`config.mk`:
```
export PLATFORM = sky130hd
export DESIGN_NAME = data_break_arbiter
export DESIGN_NICKNAME = d
export VERILOG_FILES = /design/src/rtl/data_break_arbiter_pkg.sv /design/src/rtl/data_break_arbiter_db_pick.sv /design/src/rtl/data_break_arbiter.sv
export SDC_FILE = /design/constraint.sdc
export NUM_CORES = 1
export LEC_CHECK = 0
export CAP_MARGIN = 40
export CELL_PAD_IN_SITES_DETAIL_PLACEMENT = 1
export CELL_PAD_IN_SITES_GLOBAL_PLACEMENT = 1
export CORE_MARGIN = 2
export CORE_UTILIZATION = 29
export DETAILED_ROUTE_END_ITERATION = 8
export HOLD_SLACK_MARGIN = 0.12
export PLACE_DENSITY_LB_ADDON = 0.1
export SETUP_SLACK_MARGIN = 0.3
export SLEW_MARGIN = 25
export SYNTH_ARGS = -nofsm -noshare
export SYNTH_HDL_FRONTEND = slang
export SYNTH_SLANG_ARGS = --single-unit
```
`constraint.sdc`:
```
create_clock -name i_clk -period 1.89 [get_ports i_clk]
set_clock_uncertainty 0.1 [all_clocks]
set_input_delay 0.567 -clock i_clk [delete_from_list [all_inputs] [get_ports i_clk]]
set_output_delay 0.567 -clock i_clk [all_outputs]
set_load 0.05 [all_outputs]
```
`src/rtl/data_break_arbiter_pkg.sv`:
```
// Shared encodings for the data-break arbiter: CPU major-state codes for the
// data-break cycles, arbiter FSM states and an index-width helper.
package data_break_arbiter_pkg;

  localparam logic [4:0] DB0 = 5'h10;
  localparam logic [4:0] DB1 = 5'h11;
  localparam logic [4:0] DB2 = 5'h12;

  localparam int AW = 15;
  localparam int DW = 12;

  typedef enum logic [2:0] {
    ST_IDLE     = 3'd0,
    ST_WAIT_DB0 = 3'd1,
    ST_WAIT_DB2 = 3'd2,
    ST_DONE     = 3'd3,
    ST_HOLD     = 3'd4
  } arb_state_t;

  function automatic int idx_w(input int n);
    return (n > 1) ? $clog2(n) : 1;
  endfunction

endpackage

```
`src/rtl/data_break_arbiter_db_pick.sv`:
```
// Combinational winner selection: fixed priority (lowest index) or
// round-robin searching upward from i_ptr with wrap-around.
module db_pick
  import data_break_arbiter_pkg::*;
#(
  parameter int NCHAN = 2,
  parameter int RR    = 1
) (
  input  logic [NCHAN-1:0]        i_req,
  input  logic [idx_w(NCHAN)-1:0] i_ptr,
  output logic [idx_w(NCHAN)-1:0] o_grant,
  output logic                    o_any
);

  localparam int IW = idx_w(NCHAN);

  // First pass covers channels at or above the pointer, second pass wraps.
  always_comb begin
    o_grant = '0;
    o_any   = 1'b0;
    for (int i = 0; i < NCHAN; i++) begin
      if (!o_any && i_req[i] && ((RR == 0) || (IW'(i) >= i_ptr))) begin
        o_grant = IW'(i);
        o_any   = 1'b1;
      end
    end
    for (int i = 0; i < NCHAN; i++) begin
      if (!o_any && i_req[i]) begin
        o_grant = IW'(i);
        o_any   = 1'b1;
      end
    end
  end

endmodule

```
`src/rtl/data_break_arbiter.sv`:
```
// Data-break arbiter: picks one of NCHAN channels, requests a DB cycle from the
// CPU state machine, waits for DB0/DB2 (with timeout) and acks the channel.
module data_break_arbiter
  import data_break_arbiter_pkg::*;
#(
  parameter int NCHAN   = 2,
  parameter int RR      = 1,
  parameter int TIMEOUT = 255
) (
  input  logic                i_clk,
  input  logic                i_reset,
  input  logic                i_clear,
  input  logic [4:0]          i_state,
  input  logic [NCHAN-1:0]    i_req,
  input  logic [NCHAN-1:0]    i_wr,
  input  logic [NCHAN*15-1:0] i_addr,
  input  logic [NCHAN*12-1:0] i_wdata,
  output logic [NCHAN-1:0]    o_ack,
  output logic                o_err,
  output logic [11:0]         o_rdata,
  output logic                o_db_read,
  output logic                o_db_write,
  output logic [14:0]         o_mem_addr,
  output logic [11:0]         o_mem_wdata,
  input  logic [11:0]         i_mem_rdata,
  output logic                o_busy
);

  localparam int IW = idx_w(NCHAN);
  localparam int CW = ($clog2(TIMEOUT + 1) > 8) ? $clog2(TIMEOUT + 1) : 8;
  localparam logic [IW-1:0] LAST_CH = IW'(NCHAN - 1);

  arb_state_t      r_state;
  arb_state_t      w_next;
  logic [IW-1:0]   r_grant;
  logic [IW-1:0]   r_ptr;
  logic            r_wr;
  logic [CW-1:0]   r_cnt;
  logic            r_err;
  logic            r_db_read;
  logic            r_db_write;
  logic [DW-1:0]   r_rdata;
  logic [AW-1:0]   r_mem_addr;
  logic [DW-1:0]   r_mem_wdata;

  logic [IW-1:0]   w_pick;
  logic            w_any;
  logic            w_sel_wr;
  logic [AW-1:0]   w_sel_addr;
  logic [DW-1:0]   w_sel_wdata;
  logic [CW-1:0]   w_cnt_inc;
  logic            w_timeout;
  logic [IW-1:0]   w_ptr_next;

  db_pick #(.NCHAN(NCHAN), .RR(RR)) u_pick (
    .i_req   (i_req),
    .i_ptr   (r_ptr),
    .o_grant (w_pick),
    .o_any   (w_any)
  );

  always_comb begin
    w_sel_wr    = 1'b0;
    w_sel_addr  = '0;
    w_sel_wdata = '0;
    for (int i = 0; i < NCHAN; i++) begin
      if (w_pick == IW'(i)) begin
        w_sel_wr    = i_wr[i];
        w_sel_addr  = i_addr[i*15 +: 15];
        w_sel_wdata = i_wdata[i*12 +: 12];
      end
    end
  end

  // Saturating count of cycles spent in WAIT_DB0.
  assign w_cnt_inc  = (&r_cnt) ? r_cnt : r_cnt + 1'b1;
  assign w_timeout  = (w_cnt_inc >= CW'(TIMEOUT));
  assign w_ptr_next = (r_grant == LAST_CH) ? '0 : r_grant + 1'b1;

  always_ff @(posedge i_clk or posedge i_reset) begin
    if (i_reset) r_state <= ST_IDLE;
    else         r_state <= w_next;
  end

  always_comb begin
    w_next = r_state;
    case (r_state)
      ST_IDLE:     if (w_any) w_next = ST_WAIT_DB0;
      ST_WAIT_DB0: begin
        if (i_state == DB0)  w_next = ST_WAIT_DB2;
        else if (w_timeout)  w_next = ST_DONE;
      end
      ST_WAIT_DB2: if (i_state == DB2) w_next = ST_DONE;
      ST_DONE:     w_next = ST_HOLD;
      ST_HOLD:     w_next = ST_IDLE;
      default:     w_next = ST_IDLE;
    endcase
    if (i_clear) w_next = ST_IDLE;
  end

  always_ff @(posedge i_clk or posedge i_reset) begin
    if (i_reset) begin
      r_grant     <= '0;
      r_ptr       <= '0;
      r_wr        <= 1'b0;
      r_cnt       <= '0;
      r_err       <= 1'b0;
      r_db_read   <= 1'b0;
      r_db_write  <= 1'b0;
      r_rdata     <= '0;
      r_mem_addr  <= '0;
      r_mem_wdata <= '0;
    end else if (i_clear) begin
      r_grant     <= '0;
      r_ptr       <= '0;
      r_wr        <= 1'b0;
      r_cnt       <= '0;
      r_err       <= 1'b0;
      r_db_read   <= 1'b0;
      r_db_write  <= 1'b0;
      r_mem_addr  <= '0;
      r_mem_wdata <= '0;
    end else begin
      case (r_state)
        ST_IDLE: begin
          if (w_any) begin
            r_grant     <= w_pick;
            r_wr        <= w_sel_wr;
            r_mem_addr  <= w_sel_addr;
            r_mem_wdata <= w_sel_wdata;
            r_cnt       <= '0;
            r_err       <= 1'b0;
            r_db_read   <= ~w_sel_wr;
            r_db_write  <= w_sel_wr;
          end
        end
        ST_WAIT_DB0: begin
          if (i_state == DB0) begin
            r_db_read  <= 1'b0;
            r_db_write <= 1'b0;
          end else begin
            r_cnt <= w_cnt_inc;
            if (w_timeout) begin
              r_err      <= 1'b1;
              r_db_read  <= 1'b0;
              r_db_write <= 1'b0;
            end
          end
        end
        ST_WAIT_DB2: begin
          if ((i_state == DB2) && !r_wr) r_rdata <= i_mem_rdata;
        end
        ST_DONE: r_ptr <= w_ptr_next;
        default: ;
      endcase
    end
  end

  always_comb begin
    o_ack = '0;
    for (int i = 0; i < NCHAN; i++) begin
      o_ack[i] = (r_state == ST_DONE) && (r_grant == IW'(i));
    end
  end

  assign o_err       = (r_state == ST_DONE) && r_err;
  assign o_busy      = (r_state != ST_IDLE);
  assign o_db_read   = r_db_read;
  assign o_db_write  = r_db_write;
  assign o_rdata     = r_rdata;
  assign o_mem_addr  = r_mem_addr;
  assign o_mem_wdata = r_mem_wdata;

endmodule
```
==> impl_results.md <==
- Status: finished, violations left
- Failing checks: setup timing
- Crit-path slowest cell: dfrtp_2
- Area grow syn2layout: 116.8%
- Die Ht: ~110 um
- Clk sink count: 56
- Synth async-reset ratio: 1.000
- First DRT Iteration DRCs: 70
- Ant. Diodes: 0
- H-tree depth: 2
- Standard-cell rows: 36
- Max Buffers Root-to-Sink: 2
- Final worst setup slack: -98.79 ps
- Cell taking the most area after synthesis: dfrtp_1
- Gp weighted congestion: between 0.7 and 0.8
- Unrepaired setup endpoints after global routing: true
- Ys Warns: 0
- CTS Root Buffer Type: clkbuf_8
- Vias in the first global route: 3,303
- Final wirelength: around 14 mm
- Post-synthesis simple-gate area fraction: 0.1442
- Synth Flop Type: dfrtp_1
- CTS clk-pin slew, worst paths: 110 ps
- Vias per Instance: between 5 and 6
- Fin. max-slew vios: 0
- Port bufs: ~120
- Starting Density: 0.3009
- Max-cap violations: 0
- Required time of the critical path: 1220 ps
- DIE AREA: between 10,000 and 15,000 um2
- Largest net degree at the start of global routing: 31
- CP peak stage delay: 450 ps
- Commonest non-fill, non-tap cells in the layout: clkdlybuf4s50_1, buf_12, dfrtp_1, buf_4, a211oi_2
- DRC: 0
- I/O pin count: 123
- #FFs+latches synth: 56
- TritonCTS buffer count: 5
- Power per cell area: about 530 nW/um2
- Synth top area share: 0.4722
- Layout cell share with drive strength beyond 1: 0.5953
- Pre-antenna DRT Iters: 4
- Fin. Hold Viols: 0
- Initial antenna violation count: 0
- CP Data Arrival Time: 1320 ps
- Die width: 105.2 um
- Sequential element share of the synthesized area: 0.4722
- Final setup fails: 11
- TritonCTS clock tree: done
- Main combinational cell family by area after synthesis: compound AO/OA/AOI/OAI gates
- HPWL after DPL: between 7 and 8 mm
- EDFF count, synth: 0
- Quantity of hold-fixing buffers added after cts: 0
- Slew HR: 0.6769
- Mux share of post-synthesis cell area: 0.1438
- Top post-synthesis cells by area: dfrtp_1, mux2i_1, a211oi_1, nor2_1, mux2_2
- Post-place setup slack: -491.2 ps
- Synth Area in XOR/XNOR: 0.005902
- Synth Area in Compound Gates: 0.1813
- Core ar.: roughly 10000 um2
- Final design utilization: 0.6522
- Clk_lat worst skew: about 310 ps
- Mapped Cells: 279
- F_max: about 500 MHz
- LEAKAGE: 2.761 nW
- Critical setup path kind: register to output port
- Hold Slack: roughly 470 ps
- Tcrit/Tclk final: 1.052
- Syn Nets: between 300 and 400
- Wire per inst: roughly 23 um
- Synth Area in Adders: 0.004216
- Synth cell types: 57
- First-pass GRT wire length: approximately 18 mm
- Avg Cell Area, Syn: roughly 11 um2
- Slew @ Worst Pin: ~480 ps
- Startpoint types: register
- CP endpoint kind: output port
- Critical path cell sequence: or3_4 -> buf_8
- Post-layout nets: between 500 and 600
- Commonest non-fill, non-tap cell in the layout: clkdlybuf4s50_1
- Total GRT Usage: 0.2104
- Mapped cell area: 2968 um2
- Crit path max fanout: 3
- Antenna-violating nets left: 0
- Vias after detailed routing: 3,118
- Class of the worst hold path: input port to async pin
- Peak supply drop: 453.3 uV
- Fin crit period: a little under 2000 ps
- Total gr overflow: 0
## routing by layer
metal,vias up,global-route usage,part of all wire
met1,1584,0.2484,0.40
met4,0,0.06381,0.030
met3,24,0.04866,0.036
met2,100,0.3771,0.54
met5,-,0,0
li1,1410,-,-
## power by group
| group | switching, W | internal, W | leakage [nW] | total, W |
|---|---|---|---|---|
| combinational | 0.000627 | 0.000701 | 1.99 | 0.00133 |
| sequential | 0.0000940 | 0.00126 | 0.728 | 0.00136 |
| clock | 0.000436 | 0.000266 | 0.0414 | 0.000702 |
## through the flow
step / instances / TNS, ps / instance area, um2 / total power [W]
2_1_floorplan: 279 / 0 / 3108 / 0.001766
3_3_place_gp: 543 / -17410 / 5076 / 0.002299
3_5_place_dp: 543 / -19400 / 5076 / 0.002316
4_1_cts: 581 / -258.0 / 5766 / 0.003160
5_1_grt: 600 / -1309 / 6434 / 0.003499
6_report: 600 / -601.6 / 6434 / 0.003389
## registers in the layout, summed over array words and instances, names as in the netlist
signal and cells:
o_mem_wdata 12, o_db_write 1, r_ptr 1, o_mem_addr 15
r_cnt 8, o_db_read 1, r_err 1, r_wr 1
o_rdata 12, r_grant 1, r_state 3
## cell families (layout without fill, tap and decap cells)
| logic type | count (synthesis) | after routing |
|---|---|---|
| XOR/XNOR | 2 | 2 |
| AO/OA/AOI/OAI | 73 | 73 |
| adder cells (fa/ha/maj) | 1 | 1 |
| buffers and inverters | 27 | 215 |
| AND/OR/NAND/NOR | 79 | 79 |
| multiplexers | 41 | 41 |
| flip-flops | 56 | 56 |
## worst max-delay path, delay by kind of cell (launching register included)
family                 cells  cell delay (ps)
buffers and inverters      1              160
flip-flops                 1              450
AND/OR/NAND/NOR            1              400
## worst paths after layout
check	start	slack (ps)	cells past startpoint	end
min	i_reset	470	2	o_rdata[3]
max	r_state[1]	-100	2	o_busy
max reg2reg	r_state[1]	-80	8	r_cnt[3]
min reg2reg	r_err	490	1	r_err
min in group i_clk	r_err	490	1	r_err
max in group asynchronous	i_reset	740	3	r_state[0]
## timing repair
action / in CTS / in global routing
endpoints found under the setup margin: 61 / 94
pin swaps: 48 / 24
buffers inserted: 22 / 16
gates cloned: 8 / 3
gates resized for setup: 89 / 116
## area by class of cell
type | count | area [um2]
flip-flops and latches | 56 | 1423
repair buffers | 201 | 2623
clock inverters | 2 | 16.27
multi-input cells | 196 | 2107
clock buffers | 6 | 72.57
fillers | 937 | 3431
well taps | 133 | 166.4
inverters | 6 | 26.28
## cells in the mapped netlist (5+ instances only)
cell type,n
dfrtp_1,56
nor2_1,35
a211oi_1,30
mux2i_1,28
a21oi_1,12
nand2_1,11
buf_2,10
mux2_2,9
inv_1,6
o21ai_0,6
clkbuf_1,5
nor3_1,5
No activity file was read; power rests on OpenSTA's default activity.
